**src/rtl/tns_sched_pkg.sv**
```systemverilog
// tns_sched_pkg: shared state type, TNS encoder constants and clog2 helper
package tns_sched_pkg;
  typedef enum logic {IDLE, XFER} state_e;
  localparam int TNS_DW = 11;
  localparam int TNS_DATA_LIMIT = 2048;
  function automatic int clog2(input int v);
    int r = 0;
    while ((1 << r) < v) r++;
    return r;
  endfunction
endpackage

```
**src/rtl/tns_link_scheduler_if.sv**
```systemverilog
// tns_link_scheduler_if: per-requester valid/ready word bus toward the scheduler
interface tns_link_scheduler_if #(
  parameter int NREQ = 4,
  parameter int DW = 11
);
  logic [NREQ-1:0] req_valid;
  logic [NREQ*DW-1:0] req_data;
  logic [NREQ-1:0] req_last;
  logic [NREQ-1:0] req_ready;
  modport master(output req_valid, req_data, req_last, input req_ready);
  modport slave(input req_valid, req_data, req_last, output req_ready);
endinterface

```
**src/rtl/tns_link_scheduler_rr_arbiter.sv**
```systemverilog
// rr_arbiter: first set request at or after ptr_i, searching upward modulo NREQ
module rr_arbiter import tns_sched_pkg::*; #(
  parameter int NREQ = 4,
  localparam int IW = clog2(NREQ)
) (
  input  logic [NREQ-1:0] req_i,
  input  logic [IW-1:0]   ptr_i,
  output logic [IW-1:0]   win_o,
  output logic            any_o
);
  always_comb begin
    win_o = '0;
    any_o = 1'b0;
    for (int k = NREQ - 1; k >= 0; k--) begin
      if (req_i[(int'(ptr_i) + k) % NREQ]) begin
        win_o = IW'((int'(ptr_i) + k) % NREQ);
        any_o = 1'b1;
      end
    end
  end
endmodule

```
**src/rtl/tns_link_scheduler.sv**
```systemverilog
// tns_link_scheduler: round-robin burst scheduler feeding one TNS encoder, advancing it only on real beats
module tns_link_scheduler import tns_sched_pkg::*; #(
  parameter int NREQ = 4,
  parameter int DW = TNS_DW,
  parameter int CW = 4,
  parameter int DATA_LIMIT = TNS_DATA_LIMIT,
  localparam int IW = clog2(NREQ)
) (
  input  logic                 clock,
  input  logic                 rst_n,
  tns_link_scheduler_if.slave  req,
  input  logic [CW-1:0]        cfg_burst_max,
  input  logic [CW-1:0]        cfg_timeout,
  output logic [DW-1:0]        enc_data,
  output logic                 enc_en,
  output logic [IW-1:0]        grant_id,
  output logic                 busy,
  output logic                 err_range
);
  localparam logic [DW:0] LIM = DATA_LIMIT[DW:0];
  localparam logic [IW-1:0] LAST_ID = IW'(NREQ - 1);
  state_e state_q;
  logic [IW-1:0] rr_q, grant_q, win;
  logic [CW:0] beat_q, bmax_q, beat_nx;
  logic [CW-1:0] stall_q, tmo_q, stall_nx;
  logic [DW-1:0] data_q, word;
  logic en_q, err_q, any, beat, bad, done;
  rr_arbiter #(.NREQ(NREQ)) u_arb (
    .req_i(req.req_valid),
    .ptr_i(rr_q),
    .win_o(win),
    .any_o(any)
  );
  assign word = req.req_data[int'(grant_q)*DW +: DW];
  assign beat = (state_q == XFER) && req.req_valid[grant_q];
  assign bad = {1'b0, word} >= LIM;
  assign beat_nx = beat_q + 1'b1;
  assign stall_nx = &stall_q ? stall_q : stall_q + 1'b1;
  // a beat always wins over a timeout in the same cycle
  assign done = beat ? (req.req_last[grant_q] || beat_nx == bmax_q) : (|tmo_q && stall_nx >= tmo_q);
  assign req.req_ready = busy ? NREQ'(1) << grant_q : '0;
  assign busy = state_q == XFER;
  assign enc_data = data_q;
  assign enc_en = en_q;
  assign err_range = err_q;
  assign grant_id = grant_q;
  always_ff @(posedge clock or negedge rst_n) begin
    if (!rst_n) begin
      state_q <= IDLE;
      rr_q <= '0;
      grant_q <= '0;
      beat_q <= '0;
      stall_q <= '0;
      bmax_q <= '0;
      tmo_q <= '0;
      data_q <= '0;
      en_q <= 1'b0;
      err_q <= 1'b0;
    end else begin
      en_q <= beat;
      err_q <= beat && bad;
      if (beat) data_q <= bad ? '0 : word;
      if (state_q == IDLE) begin
        if (any) begin
          state_q <= XFER;
          grant_q <= win;
          beat_q <= '0;
          stall_q <= '0;
          bmax_q <= {~|cfg_burst_max, cfg_burst_max};
          tmo_q <= cfg_timeout;
        end
      end else begin
        beat_q <= beat ? beat_nx : beat_q;
        stall_q <= beat ? '0 : stall_nx;
        if (done) begin
          state_q <= IDLE;
          rr_q <= grant_q == LAST_ID ? '0 : grant_q + 1'b1;
        end
      end
    end
  end
endmodule

```
**src/flat_wrapper.sv**
```systemverilog
// flat-port wrapper written by rule: the top's interface ports become plain ports
module tns_link_scheduler_flat import tns_sched_pkg::*;
#(
  parameter int NREQ = 4,
  parameter int DW = TNS_DW,
  parameter int CW = 4,
  parameter int DATA_LIMIT = TNS_DATA_LIMIT,
  localparam int IW = clog2(NREQ)
)
  (clock, rst_n, cfg_burst_max, cfg_timeout, enc_data, enc_en, grant_id, busy, err_range, req_req_valid, req_req_data, req_req_last, req_req_ready);
  tns_link_scheduler_if #(.NREQ(NREQ), .DW(DW)) req_i ();
  input  logic clock;
  input  logic rst_n;
  input  logic [CW-1:0] cfg_burst_max;
  input  logic [CW-1:0] cfg_timeout;
  output logic [DW-1:0] enc_data;
  output logic enc_en;
  output logic [IW-1:0] grant_id;
  output logic busy;
  output logic err_range;
  input wire logic [$bits(req_i.req_valid)-1:0] req_req_valid;
  input wire logic [$bits(req_i.req_data)-1:0] req_req_data;
  input wire logic [$bits(req_i.req_last)-1:0] req_req_last;
  output wire logic [$bits(req_i.req_ready)-1:0] req_req_ready;
  assign req_i.req_valid = req_req_valid;
  assign req_i.req_data = req_req_data;
  assign req_i.req_last = req_req_last;
  assign req_req_ready = req_i.req_ready;
  tns_link_scheduler #(.NREQ(NREQ), .DW(DW), .CW(CW), .DATA_LIMIT(DATA_LIMIT)) u_core (.clock(clock), .rst_n(rst_n), .req(req_i), .cfg_burst_max(cfg_burst_max), .cfg_timeout(cfg_timeout), .enc_data(enc_data), .enc_en(enc_en), .grant_id(grant_id), .busy(busy), .err_range(err_range));
endmodule
```
**config.mk**
```make
export PLATFORM = sky130hd
export DESIGN_NAME = tns_link_scheduler_flat
export DESIGN_NICKNAME = d
export VERILOG_FILES = /design/src/rtl/tns_sched_pkg.sv /design/src/rtl/tns_link_scheduler_if.sv /design/src/rtl/tns_link_scheduler_rr_arbiter.sv /design/src/rtl/tns_link_scheduler.sv /design/src/flat_wrapper.sv
export SDC_FILE = /design/constraint.sdc
export NUM_CORES = 1
export LEC_CHECK = 0
export BUFFER_PORTS_ARGS = -buffer_cell sky130_fd_sc_hd__buf_2
export CORE_MARGIN = 2
export CORE_UTILIZATION = 40
export CTS_CLUSTER_DIAMETER = 30
export CTS_CLUSTER_SIZE = 24
export DETAILED_ROUTE_END_ITERATION = 6
export PLACE_DENSITY_LB_ADDON = 0.25
export SLEW_MARGIN = 20
export SYNTH_ARGS = -nofsm -noshare
export SYNTH_HDL_FRONTEND = slang
export SYNTH_SLANG_ARGS = --single-unit
```
**constraint.sdc**
```tcl
create_clock -name clock -period 3.3 [get_ports clock]
set_clock_uncertainty 0.05 [all_clocks]
set_input_delay 0 -clock clock [delete_from_list [all_inputs] [get_ports clock]]
set_output_delay 0 -clock clock [all_outputs]
set_load 0.05 [all_outputs]
```
==> impl_metrics.env <==
export IMPL_final_min_clock_period_ns=2.49
export IMPL_max_freq_mhz=401
export IMPL_clock_sinks=35
export IMPL_ys_types=41
export IMPL_tns_ns=0
export IMPL_rrSetupSlack_ns=0.81
export IMPL_io_buffer_count=80
export IMPL_synth_edf_count=0
export IMPL_power_density_mw_per_mm2=940
export IMPL_ctsResizeCount=0
export IMPL_yosysTopAreaCell="dfrtp_1"
export IMPL_crit_chain="ha_1 > nand3_1 > mux2_2 > ha_1 > o21ai_0 > o21ai_0 > a21o_1 > o311ai_4 > mux2_2"
export IMPL_worstMarginPinSlew_ns=0.780
export IMPL_synth_seq_cells=35
export IMPL_chipWidth_um=77.6
export IMPL_design_die_area_mm2=0.00602
export IMPL_p_leak_nw=1.34
export IMPL_crit_arrival_ns=2.62
export IMPL_ctsLongestPathBuffers=2
export IMPL_synthArstFlopShare=1.00
export IMPL_crit_cells=9
export IMPL_finalSetupViolCount=0
export IMPL_crit_family="multiplexers"
export IMPL_post_cts_buffers=0
export IMPL_critPathMaxStageDelay_ns=0.42
export IMPL_antenna_cells=0
export IMPL_grt_first_pass_wirelength_mm=7.92
export IMPL_drtIter0Drc=69
export IMPL_syn_area_mm2=0.00216
export IMPL_cts_tree="yes"
export IMPL_layout_commonest_cell="buf_2"
export IMPL_grt_max_degree=36
export IMPL_place_hpwl_mm=3.58
export IMPL_syn_avg_cell_area_um2=12.4
export IMPL_num_rows=26
export IMPL_area_growth_pct=29.1
export IMPL_coreArea_mm2=0.00517
export IMPL_post_route_period_util=0.756
export IMPL_final_layout_size_suffix_gt1_frac=0.465
export IMPL_endpoint_kind="register"
export IMPL_hold_depth=4
export IMPL_syn_num_nets=247
export IMPL_reg2regPathDepth=9
export IMPL_max_slew_margin=0.480
export IMPL_crit_slowest_cell="dfrtp_1"
export IMPL_track_usage=0.168
export IMPL_crit_buf_inv=0
export IMPL_hold_viol_final=0
export IMPL_slew_viol_final=0
export IMPL_layout_nets=340
export IMPL_hp_class="in2reg"
export IMPL_ys_flop_type="dfrtp_1"
export IMPL_cts_root_buf="clkbuf_8"
export IMPL_status="completed"
export IMPL_drc_errors=0
export IMPL_cp_required_ns=3.42
export IMPL_place_gp_congestion=0.764
export IMPL_cts_max_level=2
export IMPL_start_util=0.418
export IMPL_io_pin_count=82
export IMPL_synth_seq_area_share=0.405
export IMPL_setup_worst_path_start_class="register"
export IMPL_final_cell_mix="buf_2, dfrtp_1, o21ai_0"
export IMPL_ys_warn_count=0
export IMPL_grt_setup_unrepaired="no"
export IMPL_antenna_found_initial=0
export IMPL_syn_inst=175
export IMPL_wl_per_cell_um=13.7
export IMPL_ant_nets=0
export IMPL_cts_buffers=5
export IMPL_worstSetupPathType="reg2reg"
export IMPL_wl_mm=4.64
export IMPL_clkTransAtPathRegs_ns=0.07
export IMPL_num_vias=1675
export IMPL_cap_violations=0
export IMPL_nFillCells=453
export IMPL_clock_latency_ns=0.28
export IMPL_die_y_um=77.6
export IMPL_synth_area_top_cells="dfrtp_1, mux4_2, mux2_2"
export IMPL_post_route_util=0.540
export IMPL_cp_max_fo=4
export IMPL_grt_overflow=0
export IMPL_drtPass1Iterations=4
export IMPL_grt_pass1_vias=1758
export IMPL_ir_drop_mv=0.629
export IMPL_vias_per_cell=4.94
export IMPL_synth_top_area_share=0.405
worst min-delay path, delay by kind of cell:
kind | cells | cell delay, ns
compound gates | 2 | 0.16
buf+inv | 1 | 0.11
simple gates | 1 | 0.07
through the flow:
step / instances / total power (W) / setup slack (ns) / hold WS [ns] / cell area [µm²]
finish: 339 / 0.00263 / 0.806 / 0.0466 / 2800
global route: 339 / 0.00284 / 0.636 / 0.0971 / 2800
CTS: 339 / 0.00267 / 0.801 / 0.0356 / 2800
detailed placement: 322 / 0.00235 / 0.805 / 0.0809 / 2620
global placement: 322 / 0.00232 / 0.876 / 0.0820 / 2620
floorplan: 175 / 0.00204 / 0.947 / -0.346 / 2160
cells in the mapped netlist (2+ instances only):
library cell  instances
xor2_1                3
o21ai_0              15
mux2_4                7
nand2_1              12
nor2_1               11
clkbuf_1              2
xnor2_1               6
inv_1                 8
mux2_2               13
and2_1                4
a22o_1                4
nor4_1                3
dfrtp_1              35
mux4_1                3
nand3_1               4
a21oi_1               2
mux4_2               10
ha_1                 10
registers in the layout, summed over array words and instances, names as in the netlist, 2 cells and up:
signal	count
u_core.bmax_q	5
u_core.stall_q	4
u_core.enc_data	11
u_core.beat_q	5
u_core.grant_id	2
u_core.rr_q	2
u_core.tmo_q	4
metal layers:
metal | track usage | vias to the layer above | routed length (µm)
li1 | - | 822 | -
met4 | 0.0571 | 0 | 80
met5 | 0 | - | 0
met2 | 0.277 | 47 | 2320
met3 | 0.0488 | 8 | 220
met1 | 0.212 | 798 | 2010
report_power, final:
part | internal, W | leakage [nW] | switching, W
clock network | 0.000148 | 0.0422 | 0.000146
logic | 0.000664 | 0.869 | 0.000915
registers | 0.000616 | 0.431 | 0.000137
worst paths after layout:
| kind | startpoint | to |
|---|---|---|
| setup reg to reg | u_core.stall_q[0]$_DFFE_PN0P_ | u_core.rr_q[1]$_DFFE_PN0P_ |
| hold reg to reg | u_core.enc_data[4]$_DFFE_PN0P_ | u_core.enc_data[4]$_DFFE_PN0P_ |
| hold / removal | req_req_valid[0] | u_core.grant_id[1]$_DFFE_PN0P_ |
| max in group asynchronous | rst_n | u_core.stall_q[3]$_DFFE_PN0P_ |
| min in group asynchronous | rst_n | u_core.bmax_q[0]$_DFFE_PN0P_ |
| setup / recovery | u_core.stall_q[0]$_DFFE_PN0P_ | u_core.rr_q[1]$_DFFE_PN0P_ |
logic make-up after synthesis:
family | synth area share
AOI/OAI and AO/OA | 0.0780
adders and majority gates | 0.0578
DFF | 0.405
other | 0.00173
xor gates and xnor gates | 0.0468
and+or+nand+nor | 0.109
muxes | 0.261
buffers and inverters | 0.0405
layout make-up:
cell class,instances,area (µm²),area share
multi-input combinational,125,1200,0.430
sequential,35,876,0.313
timing repair buffer,92,513,0.184
tap,70,87.6,0.0313
clock buffer,7,76.3,0.0273
inverter,9,36.3,0.0130
clock inverter,1,5.00,0.00179
timing repair:
item                                    4_1_cts  5_1_grt
endpoints found under the hold margin        43        0
hold buffers                                  9        0
endpoints found under the setup margin        0        0
(Power assumes the default switching activity.)
